$ cat config.mk
export PLATFORM = sky130hd
export DESIGN_NAME = redmule_mx_dec_arbiter
export DESIGN_NICKNAME = d
export VERILOG_FILES = /design/src/rtl/redmule_mx_pkg.sv /design/src/rtl/redmule_mx_dec_arbiter.sv
export SDC_FILE = /design/constraint.sdc
export NUM_CORES = 1
export LEC_CHECK = 0
export ABC_AREA = 1
export BUFFER_PORTS_ARGS = -buffer_cell sky130_fd_sc_hd__buf_2
export CORE_AREA = 3 3 334 336
export DETAILED_ROUTE_END_ITERATION = 8
export DIE_AREA = 0 0 337 339
export PLACE_DENSITY_LB_ADDON = 0.05
export SETUP_SLACK_MARGIN = 0.3
export SYNTH_ARGS = -nofsm -noshare
export SYNTH_HDL_FRONTEND = slang
export SYNTH_SLANG_ARGS = --single-unit
$ cat constraint.sdc
create_clock -name clk_i -period 1.9 [get_ports clk_i]
set_input_delay 0.285 -clock clk_i [delete_from_list [all_inputs] [get_ports clk_i]]
set_output_delay 0.285 -clock clk_i [all_outputs]
set_load 0.01 [all_outputs]
$ cat src/rtl/redmule_mx_pkg.sv
// Shared definitions for the MX decoder arbiter: FSM state encoding,
// MX element width and the beat-count helper.
package redmule_mx_pkg;

  typedef enum logic [1:0] {
    MX_IDLE  = 2'd0,
    MX_ISSUE = 2'd1,
    MX_DRAIN = 2'd2
  } mx_arb_state_e;

  // Width of one FP8 E4M3 element inside an MX value block.
  localparam int unsigned MX_ELEM_W = 8;

  // Decoder output beats produced for one value block.
  function automatic int unsigned mx_num_groups(input int unsigned data_w,
                                                input int unsigned num_lanes);
    return data_w / MX_ELEM_W / num_lanes;
  endfunction

endpackage

$ cat src/rtl/redmule_mx_dec_arbiter.sv
// Two-requester arbiter sharing one MX decoder. A block (value + shared
// exponent) is granted, issued to the decoder, and the decoder's FP16
// beats are steered back to the owner before the next grant.
//
// state    | meaning
// ---------+---------------------------------------------------------
// MX_IDLE  | no owner; all handshakes closed, pick next eligible rq
// MX_ISSUE | owner's value/exponent offered to decoder, wait joint hs
// MX_DRAIN | decoder FP16 beats routed to owner until last group
module redmule_mx_dec_arbiter
  import redmule_mx_pkg::*;
#(
  parameter int unsigned DATA_W    = 256,
  parameter int unsigned BITW      = 16,
  parameter int unsigned NUM_LANES = 1
) (
  input  logic                      clk_i,
  input  logic                      rst_ni,

  input  logic                      rq0_val_valid_i,
  output logic                      rq0_val_ready_o,
  input  logic [DATA_W-1:0]         rq0_val_data_i,
  input  logic                      rq0_exp_valid_i,
  output logic                      rq0_exp_ready_o,
  input  logic [7:0]                rq0_exp_data_i,

  input  logic                      rq1_val_valid_i,
  output logic                      rq1_val_ready_o,
  input  logic [DATA_W-1:0]         rq1_val_data_i,
  input  logic                      rq1_exp_valid_i,
  output logic                      rq1_exp_ready_o,
  input  logic [7:0]                rq1_exp_data_i,

  output logic                      dec_val_valid_o,
  input  logic                      dec_val_ready_i,
  output logic [DATA_W-1:0]         dec_val_data_o,
  output logic                      dec_exp_valid_o,
  input  logic                      dec_exp_ready_i,
  output logic [7:0]                dec_exp_data_o,

  input  logic                      dec_fp16_valid_i,
  output logic                      dec_fp16_ready_o,
  input  logic [NUM_LANES*BITW-1:0] dec_fp16_data_i,

  output logic                      out0_valid_o,
  input  logic                      out0_ready_i,
  output logic [NUM_LANES*BITW-1:0] out0_data_o,
  output logic                      out1_valid_o,
  input  logic                      out1_ready_i,
  output logic [NUM_LANES*BITW-1:0] out1_data_o,

  output logic                      busy_o,
  output logic                      owner_o,
  output logic                      err_o
);

  localparam int unsigned NUM_GROUPS = mx_num_groups(DATA_W, NUM_LANES);
  localparam int unsigned CNT_W      = (NUM_GROUPS > 1) ? $clog2(NUM_GROUPS) : 1;
  localparam logic [CNT_W-1:0] LAST_BEAT = CNT_W'(NUM_GROUPS - 1);

  mx_arb_state_e    r_state;
  logic             r_owner;
  logic             r_last;
  logic             r_err;
  logic [CNT_W-1:0] r_beat_cnt;

  logic w_elig0;
  logic w_elig1;
  logic w_pick;
  logic w_in_issue;
  logic w_in_drain;
  logic w_own_val_valid;
  logic w_own_exp_valid;
  logic w_own_both;
  logic w_val_rdy;
  logic w_exp_rdy;
  logic w_issue_hs;
  logic w_own_out_ready;
  logic w_beat;
  logic w_drain0;
  logic w_drain1;

  assign w_elig0    = rq0_val_valid_i & rq0_exp_valid_i;
  assign w_elig1    = rq1_val_valid_i & rq1_exp_valid_i;
  assign w_in_issue = (r_state == MX_ISSUE);
  assign w_in_drain = (r_state == MX_DRAIN);

  // Grant choice: single eligible requester wins, a tie goes to the one
  // that was not served last.
  always_comb begin
    w_pick = 1'b0;
    if (w_elig0 && w_elig1) begin
      w_pick = ~r_last;
    end else if (w_elig1) begin
      w_pick = 1'b1;
    end
  end

  assign w_own_val_valid = r_owner ? rq1_val_valid_i : rq0_val_valid_i;
  assign w_own_exp_valid = r_owner ? rq1_exp_valid_i : rq0_exp_valid_i;
  assign w_own_both      = w_own_val_valid & w_own_exp_valid;

  assign dec_val_valid_o = w_in_issue & w_own_val_valid;
  assign dec_exp_valid_o = w_in_issue & w_own_exp_valid;
  assign dec_val_data_o  = w_in_issue ? (r_owner ? rq1_val_data_i : rq0_val_data_i) : '0;
  assign dec_exp_data_o  = w_in_issue ? (r_owner ? rq1_exp_data_i : rq0_exp_data_i) : '0;

  // Readies require both owner valids so value and exponent leave together.
  assign w_val_rdy  = w_in_issue & dec_val_ready_i & w_own_both;
  assign w_exp_rdy  = w_in_issue & dec_exp_ready_i & w_own_both;
  assign w_issue_hs = w_val_rdy & w_exp_rdy;

  assign rq0_val_ready_o = w_val_rdy & ~r_owner;
  assign rq0_exp_ready_o = w_exp_rdy & ~r_owner;
  assign rq1_val_ready_o = w_val_rdy & r_owner;
  assign rq1_exp_ready_o = w_exp_rdy & r_owner;

  assign w_own_out_ready  = r_owner ? out1_ready_i : out0_ready_i;
  assign dec_fp16_ready_o = w_in_drain & w_own_out_ready;
  assign w_beat           = dec_fp16_valid_i & dec_fp16_ready_o;

  assign w_drain0     = w_in_drain & ~r_owner;
  assign w_drain1     = w_in_drain & r_owner;
  assign out0_valid_o = w_drain0 & dec_fp16_valid_i;
  assign out1_valid_o = w_drain1 & dec_fp16_valid_i;
  assign out0_data_o  = w_drain0 ? dec_fp16_data_i : '0;
  assign out1_data_o  = w_drain1 ? dec_fp16_data_i : '0;

  assign busy_o  = (r_state != MX_IDLE);
  assign owner_o = r_owner;
  assign err_o   = r_err;

  // Grant / issue / drain sequencing with beat counting.
  always_ff @(posedge clk_i) begin
    if (!rst_ni) begin
      r_state    <= MX_IDLE;
      r_owner    <= 1'b0;
      r_last     <= 1'b1;
      r_beat_cnt <= '0;
    end else begin
      case (r_state)
        MX_IDLE: begin
          if (w_elig0 || w_elig1) begin
            r_owner <= w_pick;
            r_state <= MX_ISSUE;
          end
        end
        MX_ISSUE: begin
          if (w_issue_hs) begin
            r_beat_cnt <= '0;
            r_state    <= MX_DRAIN;
          end
        end
        MX_DRAIN: begin
          if (w_beat) begin
            if (r_beat_cnt == LAST_BEAT) begin
              r_last     <= r_owner;
              r_beat_cnt <= '0;
              r_state    <= MX_IDLE;
            end else begin
              r_beat_cnt <= r_beat_cnt + CNT_W'(1);
            end
          end
        end
        default: r_state <= MX_IDLE;
      endcase
    end
  end

  // Decoder output outside DRAIN is a protocol violation; latch it.
  always_ff @(posedge clk_i) begin
    if (!rst_ni) begin
      r_err <= 1'b0;
    end else if (dec_fp16_valid_i && !w_in_drain) begin
      r_err <= 1'b1;
    end
  end

endmodule
==> qor.csv <==
metric,value,unit
RSZ-0062 raised after global routing,yes,
Tcrit/Tclk final,1.01,
Worst Setup End Kind,output pin,
Worst EP arrival,1.64,ns
Num CTS Buffers,3,
drt initial violations,420,
GR Util met3,0.0189,
Leakage,7.27,nW
r2r worst-path depth,10,
DR WL/cell,20.3,um
final instance area,0.0138,mm2
total global routing overflow,0,
chip width,337,um
Worst setup startpoint,owner_o,
Vias/cell,3.12,
"Distinct cells, synth",24,
Pint,3.95,mW
Filler Cell Count,12899,
yosys warns,0,
IO Pins,863,
final worst slack,-0.0241,ns
Crit path required time,1.62,ns
HPWL Detailed,47500,um
worst min-delay path category,in -> reg,
Clock power frac,0.050,
Final Hold Viols,0,
Pins Over Slew Limit,0,
CP Launch Type,register,
P per Cell Area,614,mW/mm2
Post-Route WL,68600,um
# rows,121,
residual DRC count,0,
combinational fraction of design power,0.917,
TritonRoute pass-1 iters,5,
most used routing layer,met2,
Sequential Power Share,0.033,
clock root buffer,clkbuf_16,
first-pass GRT wire length,80100,um
register bit total from synthesis,10,
switch share,0.535,
Layout area overhead,200,%
Slew headroom,0.828,
clk slew on worst S/H paths,0.04,ns
Fin Hold WS,0.336,ns
Worst Skew,0.000958,ns
worst-skew pair later-pin latency,0.24,ns
Placed Cells,3271,
Finished Layout Cells,3369,
initial core utilization,0.0423,
worst r2r src,owner_o,
Vias,10520,
synthesized area,0.00461,mm2
share of cells above drive strength 1,0.612,
CTS tree,built,
met2 Usage GRT,0.212,
H-tree levels,1,
maximum clock frequency,0.520,GHz
met1 Use GR,0.0953,
final layout net count,2506,
Placement Cell Area,0.0109,mm2
Clock Path Buffers,2,
Sw Pwr,4.54,mW
# clock sinks,10,
Antenna Nets Post-Route,0,
die area,0.114,mm2
main combinational cell family by area after synthesis,simple AND/OR/NAND/NOR gates,
area share of fa/ha/maj cells after synthesis,0.00543,
Die H,339,um
xor and xnor area share after synthesis,0.00190,
reg2reg end,r_beat_cnt[4],
fin util,0.127,
Worst Max-Slew Pin Slew,0.257,ns
syn nets,1591,
initial antenna violation count,12,
post-layout min period,1.92,ns
number of buffers added on ports,862,
overall global routing resource usage,0.0980,
status,"finished, violations left",
Peak supply drop,0.221,mV
compound-cell area share of the yosys netlist,0.309,
critical path class,reg -> out,
syn_area_per_cell,4.46,um2
Core ar.,0.109,mm2
pin count of the biggest net entering global routing,34,
Mapped Cells,1034,
crit path max fanout,8,
CTS Hold Bufs,0,
Max-Cap Viols,0,
post-synthesis mux area share,0,
vias in the first global route,10226,
RD Place Congestion,0.821,
failing checks,setup timing,
CP Capture Point,dec_val_data_o[4],
worst reg2reg setup slack,0.19,ns
"Seq/Total Area, Yosys",0.0434,
post-synthesis simple-gate area fraction,0.519,
endpoints failing setup,8,
placed cells by master, fill, tap and decap left out, types with 2 or more instances in the layout:
cell type | synthesis | routed
dfxtp_2 | 0 | 2
a21oi_4 | 0 | 14
o21ai_0 | 2 | 2
inv_1 | 25 | 23
diode_2 | 0 | 7
inv_8 | 0 | 2
ha_1 | 2 | 2
nor2_4 | 1 | 4
nand3_1 | 5 | 5
o21ai_1 | 5 | 5
nor2_1 | 58 | 53
buf_6 | 1 | 29
buf_12 | 0 | 25
clkinv_16 | 0 | 2
buf_2 | 66 | 824
buf_8 | 0 | 3
buf_16 | 0 | 29
buf_4 | 5 | 61
a21oi_1 | 272 | 169
inv_12 | 0 | 2
nand2_1 | 542 | 488
clkbuf_16 | 0 | 26
nand2_2 | 9 | 35
dfxtp_1 | 10 | 7
nor2_2 | 1 | 3
a21oi_2 | 0 | 89
nand2_4 | 1 | 29
inv_2 | 5 | 4
sequential cells by signal, indices dropped and copies added, names as in the netlist:
signal      flops
r_beat_cnt      5
r_state         2
err_o           1
owner_o         1
r_last          1
worst max-delay path: stages, from the launching register on:
cell and delay, ns:
dfxtp_4 0.35, buf_12 0.14, clkinv_16 0.07, buf_16 0.13, buf_12 0.15, buf_16 0.15, nand2_4 0.06, a21oi_4 0.20
buf_6 0.13
kinds of logic after synthesis:
family                   Yosys count
XOR/XNOR                           1
buffers and inverters            120
adder cells (fa/ha/maj)            2
AND/OR/NAND/NOR                  620
AO/OA/AOI/OAI                    281
flip-flops                        10
how the worst min path moves through the flow:
| stage | start | to | slack, ns | cells past startpoint |
|---|---|---|---|---|
| after floorplan | rst_ni | r_last | 0.37 | 1 |
| after global placement | r_beat_cnt[4] | r_beat_cnt[4] | 0.49 | 2 |
| after detailed placement | err_o | err_o | 0.49 | 2 |
| after CTS | rst_ni | r_last | 0.34 | 2 |
| after global routing | rst_ni | r_last | 0.35 | 2 |
| final | rst_ni | r_last | 0.34 | 2 |
through the flow:
stage / total power, mW / TNS, ns / setup WS, ns
after floorplan: 2.67 / 0 / 0.434
after global placement: 5.64 / 0 / 0.00434
after detailed placement: 5.55 / 0 / 0.00111
after CTS: 7.25 / -0.813 / -0.0273
after global routing: 9.13 / -4.22 / -0.0704
final: 8.49 / -0.116 / -0.0241
power by group through the flow:
stage	logic (mW)	registers, mW	clock network, mW
3_3_place_gp	5.36	0.289	0
4_1_cts	6.52	0.293	0.439
6_report	7.79	0.284	0.422
5_1_grt	8.39	0.290	0.448
2_1_floorplan	2.39	0.279	0
3_5_place_dp	5.26	0.289	0
cells in the mapped netlist (all sizes together):
cell type	instances	area, um2
xor2	1	8.76
ha	2	25.0
or2	1	6.26
dfxtp	10	200
o21ai	8	51.3
inv	30	113
nand2	552	2100
o21bai	1	11.3
clkbuf	18	67.6
nand3	6	42.5
buf	72	379
a21oi	272	1360
nand4	1	6.26
nor2	60	235
layer usage:
layer / up-vias / routed length [um]
met5: - / 23
met4: 4 / 255
met3: 16 / 4100
met2: 416 / 39100
met1: 4939 / 25100
li1: 5145 / -
area by class of cell:
| type | count | area, um2 | share of cell area |
|---|---|---|---|
| clock buffers | 4 | 88.8 | 0.00642 |
| multi-input cells | 904 | 4640 | 0.336 |
| well taps | 1414 | 1770 | 0.128 |
| flip-flops and latches | 10 | 206 | 0.0149 |
| repair buffers | 995 | 6860 | 0.496 |
| inverters | 30 | 170 | 0.0123 |
| repair inverters | 5 | 75.1 | 0.00543 |
| diodes | 7 | 17.5 | 0.00127 |
timing repair:
item	in CTS	in global routing
setup endpoints to repair	310	312
gates cloned	19	29
pin swaps	8	31
buffers inserted	8	31
resized for setup	119	211
(Power assumes the default switching activity.)
